===== src/rtl/semaforo_pkg.sv =====
// Shared definitions for the two-light traffic controller family: colour
// codes, the light-tracker state type, default phase timings and helpers.
package semaforo_pkg;

  localparam logic [2:0] COR_VERDE    = 3'b001;
  localparam logic [2:0] COR_AMARELO  = 3'b010;
  localparam logic [2:0] COR_VERMELHO = 3'b100;

  // Default phase lengths in clock cycles used by the controller and benches.
  localparam logic [7:0] TEMPO_VERDE    = 8'd5;
  localparam logic [7:0] TEMPO_AMARELO  = 8'd3;
  localparam logic [7:0] TEMPO_VERMELHO = 8'd6;

  typedef enum logic [1:0] {
    LUZ_IDLE     = 2'd0,
    LUZ_VERDE    = 2'd1,
    LUZ_AMARELO  = 2'd2,
    LUZ_VERMELHO = 2'd3
  } luz_estado_t;

  // True when the bus carries exactly one of the three legal colour codes.
  function automatic logic eh_valido(input logic [2:0] cor);
    return (cor == COR_VERDE) || (cor == COR_AMARELO) || (cor == COR_VERMELHO);
  endfunction

  // Maps a legal colour code to its tracker state; illegal codes map to IDLE.
  function automatic luz_estado_t cor_para_estado(input logic [2:0] cor);
    luz_estado_t e;
    case (cor)
      COR_VERDE:    e = LUZ_VERDE;
      COR_AMARELO:  e = LUZ_AMARELO;
      COR_VERMELHO: e = LUZ_VERMELHO;
      default:      e = LUZ_IDLE;
    endcase
    return e;
  endfunction

  // The only colour a light may legally move to from the given one.
  function automatic luz_estado_t sucessor(input luz_estado_t e);
    luz_estado_t s;
    case (e)
      LUZ_VERDE:    s = LUZ_AMARELO;
      LUZ_AMARELO:  s = LUZ_VERMELHO;
      LUZ_VERMELHO: s = LUZ_VERDE;
      default:      s = LUZ_IDLE;
    endcase
    return s;
  endfunction

endpackage


===== src/rtl/semaforo_monitor_luz.sv =====
// Tracker for a single light: follows its colour, times each phase and
// raises one-cycle pulses on sequence or duration violations.
//
//   state        | meaning
//   -------------+-----------------------------------------------------
//   LUZ_IDLE     | no legal sample tracked yet (after reset/bad code)
//   LUZ_VERDE    | light is green, cont = cycles spent green so far
//   LUZ_AMARELO  | light is yellow, cont = cycles spent yellow so far
//   LUZ_VERMELHO | light is red, cont = cycles spent red so far
//
// Pulses are combinational from the current sample and registered state,
// so the top level can register them on the same edge the sample is taken.
module semaforo_monitor_luz
  import semaforo_pkg::*;
(
  input  logic       clk,
  input  logic       rst,
  input  logic [2:0] cor,
  input  logic [7:0] T_AMARELO,
  input  logic [7:0] T_VERDE_MIN,
  output logic       erro_seq_p,
  output logic       erro_tempo_p,
  output logic       entrou_verde_p
);

  luz_estado_t estado, estado_n, alvo;
  logic [7:0]  cont, cont_n;

  // State and phase-duration registers.
  always_ff @(posedge clk) begin
    if (rst) begin
      estado <= LUZ_IDLE;
      cont   <= 8'd0;
    end else begin
      estado <= estado_n;
      cont   <= cont_n;
    end
  end

  // Next-state, duration update and violation pulses for the current sample.
  always_comb begin
    estado_n       = estado;
    cont_n         = cont;
    erro_seq_p     = 1'b0;
    erro_tempo_p   = 1'b0;
    entrou_verde_p = 1'b0;
    alvo           = cor_para_estado(cor);

    if (!eh_valido(cor)) begin
      // A corrupt sample drops tracking; the next legal one starts fresh.
      estado_n = LUZ_IDLE;
      cont_n   = 8'd0;
    end else if (estado == LUZ_IDLE) begin
      estado_n = alvo;
      cont_n   = 8'd1;
    end else if (alvo == estado) begin
      if (cont != 8'hFF) begin
        cont_n = cont + 8'd1;
      end
    end else begin
      estado_n = alvo;
      cont_n   = 8'd1;
      if (alvo == sucessor(estado)) begin
        if ((estado == LUZ_AMARELO) && (cont != T_AMARELO)) begin
          erro_tempo_p = 1'b1;
        end
        if ((estado == LUZ_VERDE) && (cont < T_VERDE_MIN)) begin
          erro_tempo_p = 1'b1;
        end
        if (alvo == LUZ_VERDE) begin
          entrou_verde_p = 1'b1;
        end
      end else begin
        // Out-of-order change: the finished phase length is meaningless.
        erro_seq_p = 1'b1;
      end
    end
  end

endmodule


===== src/rtl/semaforo_monitor.sv =====
// Passive safety watchdog for the two-light controller. Samples both light
// buses every clock, latches sticky error flags, counts completed A cycles
// and pedestrian button presses. Drives nothing back to the controller.
module semaforo_monitor
  import semaforo_pkg::*;
#(
  parameter logic [7:0] T_AMARELO   = 8'd3,
  parameter logic [7:0] T_VERDE_MIN = 8'd1
) (
  input  logic       clk,
  input  logic       rst,
  input  logic [2:0] A,
  input  logic [2:0] B,
  input  logic       bt,
  output logic       err_conflito,
  output logic       err_codigo,
  output logic       err_seq,
  output logic       err_tempo,
  output logic       ok,
  output logic [7:0] ciclos_a,
  output logic [7:0] pedidos
);

  logic seq_a, tempo_a, verde_a;
  logic seq_b, tempo_b, verde_b;
  logic bt_q;
  logic conflito_n, codigo_n, seq_n, tempo_n;

  semaforo_monitor_luz u_luz_a (
    .clk            (clk),
    .rst            (rst),
    .cor            (A),
    .T_AMARELO      (T_AMARELO),
    .T_VERDE_MIN    (T_VERDE_MIN),
    .erro_seq_p     (seq_a),
    .erro_tempo_p   (tempo_a),
    .entrou_verde_p (verde_a)
  );

  semaforo_monitor_luz u_luz_b (
    .clk            (clk),
    .rst            (rst),
    .cor            (B),
    .T_AMARELO      (T_AMARELO),
    .T_VERDE_MIN    (T_VERDE_MIN),
    .erro_seq_p     (seq_b),
    .erro_tempo_p   (tempo_b),
    .entrou_verde_p (verde_b)
  );

  // Next value of each sticky flag: hold once set, or set on a new event.
  always_comb begin
    codigo_n   = err_codigo | ~eh_valido(A) | ~eh_valido(B);
    conflito_n = err_conflito
               | (eh_valido(A) & eh_valido(B)
                  & (A != COR_VERMELHO) & (B != COR_VERMELHO));
    seq_n      = err_seq | seq_a | seq_b;
    tempo_n    = err_tempo | tempo_a | tempo_b;
  end

  // Sticky flags plus ok, registered together so ok falls with the flag.
  always_ff @(posedge clk) begin
    if (rst) begin
      err_conflito <= 1'b0;
      err_codigo   <= 1'b0;
      err_seq      <= 1'b0;
      err_tempo    <= 1'b0;
      ok           <= 1'b1;
    end else begin
      err_conflito <= conflito_n;
      err_codigo   <= codigo_n;
      err_seq      <= seq_n;
      err_tempo    <= tempo_n;
      ok           <= ~(conflito_n | codigo_n | seq_n | tempo_n);
    end
  end

  // Completed A cycles: each tracked red-to-green entry on light A.
  always_ff @(posedge clk) begin
    if (rst) begin
      ciclos_a <= 8'd0;
    end else if (verde_a) begin
      ciclos_a <= ciclos_a + 8'd1;
    end
  end

  // Button rising-edge counter; bt never influences the checks.
  always_ff @(posedge clk) begin
    if (rst) begin
      pedidos <= 8'd0;
      bt_q    <= 1'b0;
    end else begin
      if (bt && !bt_q) begin
        pedidos <= pedidos + 8'd1;
      end
      bt_q <= bt;
    end
  end

  // Green entries on B are not counted; the pulse only matters for light A.
  logic unused_verde_b;
  assign unused_verde_b = verde_b;

endmodule


===== config.mk =====
export PLATFORM = sky130hd
export DESIGN_NAME = semaforo_monitor
export DESIGN_NICKNAME = d
export VERILOG_FILES = /design/src/rtl/semaforo_pkg.sv /design/src/rtl/semaforo_monitor_luz.sv /design/src/rtl/semaforo_monitor.sv
export SDC_FILE = /design/constraint.sdc
export NUM_CORES = 1
export LEC_CHECK = 0
export CORE_AREA = 2 2 96 98
export CTS_BUF_LIST = sky130_fd_sc_hd__clkbuf_16
export DETAILED_ROUTE_END_ITERATION = 8
export DIE_AREA = 0 0 98 100
export PLACE_DENSITY = 0.53
export SETUP_SLACK_MARGIN = 0.1
export SYNTH_ARGS = -nofsm -noshare
export SYNTH_HDL_FRONTEND = slang
export SYNTH_HIERARCHICAL = 1
export SYNTH_SLANG_ARGS = --single-unit

===== constraint.sdc =====
create_clock -name clk -period 3.3 [get_ports clk]
set_input_delay 0.66 -clock clk [delete_from_list [all_inputs] [get_ports clk]]
set_output_delay 0.66 -clock clk [all_outputs]
set_load 0.1 [all_outputs]

==> metrics <==
slew at the pin closest to its max-slew limit 0.4993 ns; Die W ~98 um; switching part of the total 0.2736; largest net degree at the start of global routing 20; sequential share of power 0.404; Clock Root Buffer clkbuf_16; clock share of power 0.436; Reg clk slew, reported paths roughly 0.070 ns; drc violations 0; Skew-Pair Late Insertion Delay 0.28 ns; Hold Crit Class reg2reg; core area just under 0.009 mm2; Syn-to-layout area delta 22.09%; # port buffers 29; max cap viols 0; drt pass-1 iters 4; final period utilization 0.8690; Leak 1.374 nW; sw power 0.3612 mW; WP data required 3.52 ns; first-pass GRT wire length 10.70 mm; outcome finished clean; # hold bufs at CTS 0; Syn Inst Count 337; CP Max Fanout 8; yosys warns 6; I/O pin cnt 30; CTS H-Tree Depth 2; most frequent cells in the layout dfxtp_1, nor2_1, conb_1, buf_4, xnor2_1; total power 1.320 mW; # setup viols final 0; fraction of layout cells with a size suffix above 1 0.1172; RSZ-0062 raised after global routing no; CP endpoint kind register; vias in the first global route 2288; GRT Residual Overflow 0; skew final 0.005774 ns; area of the multi-input gates slightly below 0.002 mm2; Arr. time, crit path 3.08 ns; setup tns final 0 ns; CP Launch Type input port; pwr dens 375.8 mW/mm2; dpl hpwl roughly 4.6 mm; cts repair resizes 0; final std cells w/o fill 512; Setup Buffers After CTS 0; Vias/cell 4.809; WL final approximately 6 mm; minimum clock period 2.868 ns; Sink Count 42; slew margin rel. 0.6661; ANT cells 0; Post-Syn Area per Cell 8.539 um2; hold violation count in the final report 0; cell count after placement 504; max-slew violation count 0; Power Internal between 0.9 and 1 mW; WS Path Type in2reg; Initial Utilization 0.3237; post-layout util 0.3952; antenna violations before repair 0; GRT Resource Usage Total 0.1321; CTS buffer count 5; wire length per cell around 12 um; number of nets in the layout 435; CTS tree built; std cell rows 35; Die Height ~100 um; most common cell after layout, fill and taps aside dfxtp_1; Max VDD drop 210.5 uV; part of the power in combinational logic 0.160; Max Fclk approximately 350 MHz; full die area around 0.0098 mm2; number of fill cells 913; Post-Syn Area 0.002878 mm2; antenna viol nets, final 0; Reg area 840.8 um2; initial drt markers 52; routed via count 2462; GP Congestion 0.8253; CTS Buffer Depth 2
-- metrics by stage --
stage / cell area [um2] / setup slack [ns] / hold WS (ns)
final: 3513 / 0.4325 / 0.4793
after global routing: 3513 / 0.2004 / 0.5232
after CTS: 3513 / 0.4223 / 0.4870
after detailed placement: 3344 / 0.1269 / 0.4773
after global placement: 3344 / 0.1542 / 0.4772
after floorplan: 2990 / 0.5908 / 0.5507
-- metal layers --
metal  routed length, um  share of wire  track usage  vias to the layer above
li1                    -              -            -                     1290
met5                   0              0            0                        -
met1                2998           0.49       0.1711                     1145
met4                  69          0.011      0.03846                        0
met2                2892           0.47       0.2260                       22
met3                 139          0.023      0.02368                        5
-- power groups by stage --
| stage | clock network [mW] | logic (mW) | registers [mW] |
|---|---|---|---|
| after floorplan | 0 | 0.121 | 0.585 |
| after global placement | 0 | 0.209 | 0.545 |
| after detailed placement | 0 | 0.211 | 0.545 |
| after CTS | 0.598 | 0.212 | 0.533 |
| after global routing | 0.618 | 0.235 | 0.535 |
| final | 0.575 | 0.211 | 0.533 |
-- sequential cells by signal, summed over array words and instances, names as in the netlist, 2 cells and up --
name and count:
u_luz_a/cont 8, u_luz_b/cont 8, ciclos_a 8, pedidos 8
u_luz_a/estado 2, u_luz_b/estado 2
-- final cells by class --
class / count / share of cell area
Inverter: 22 / 0.02350
Clock inverter: 3 / 0.01246
Multi-Input combinational cell: 292 / 0.5648
Tap cell: 111 / 0.03953
Sequential cell: 42 / 0.2393
Clock buffer: 5 / 0.03561
Timing Repair Buffer: 37 / 0.08476
-- worst max-delay path, cell delays in order --
cell and delay (ns):
clkdlybuf4s50_1 0.60, maj3_1 0.22, nor2b_1 0.14, a31oi_1 0.05
o32ai_1 0.33, and3_1 0.29, nand4_2 0.15, or4_1 0.52
a21oi_1 0.14
-- path summary, 6_finish.rpt --
path | from | endpoint | slack, ns | depth (start not counted)
hold / removal | pedidos[7] | pedidos[7] | 0.48 | 2
setup reg to reg | u_luz_a/estado[0] | ciclos_a[7] | 0.56 | 10
setup / recovery | A[2] | ciclos_a[7] | 0.43 | 9
hold reg to reg | pedidos[7] | pedidos[7] | 0.48 | 2
No activity file was read; power rests on OpenSTA's default activity.
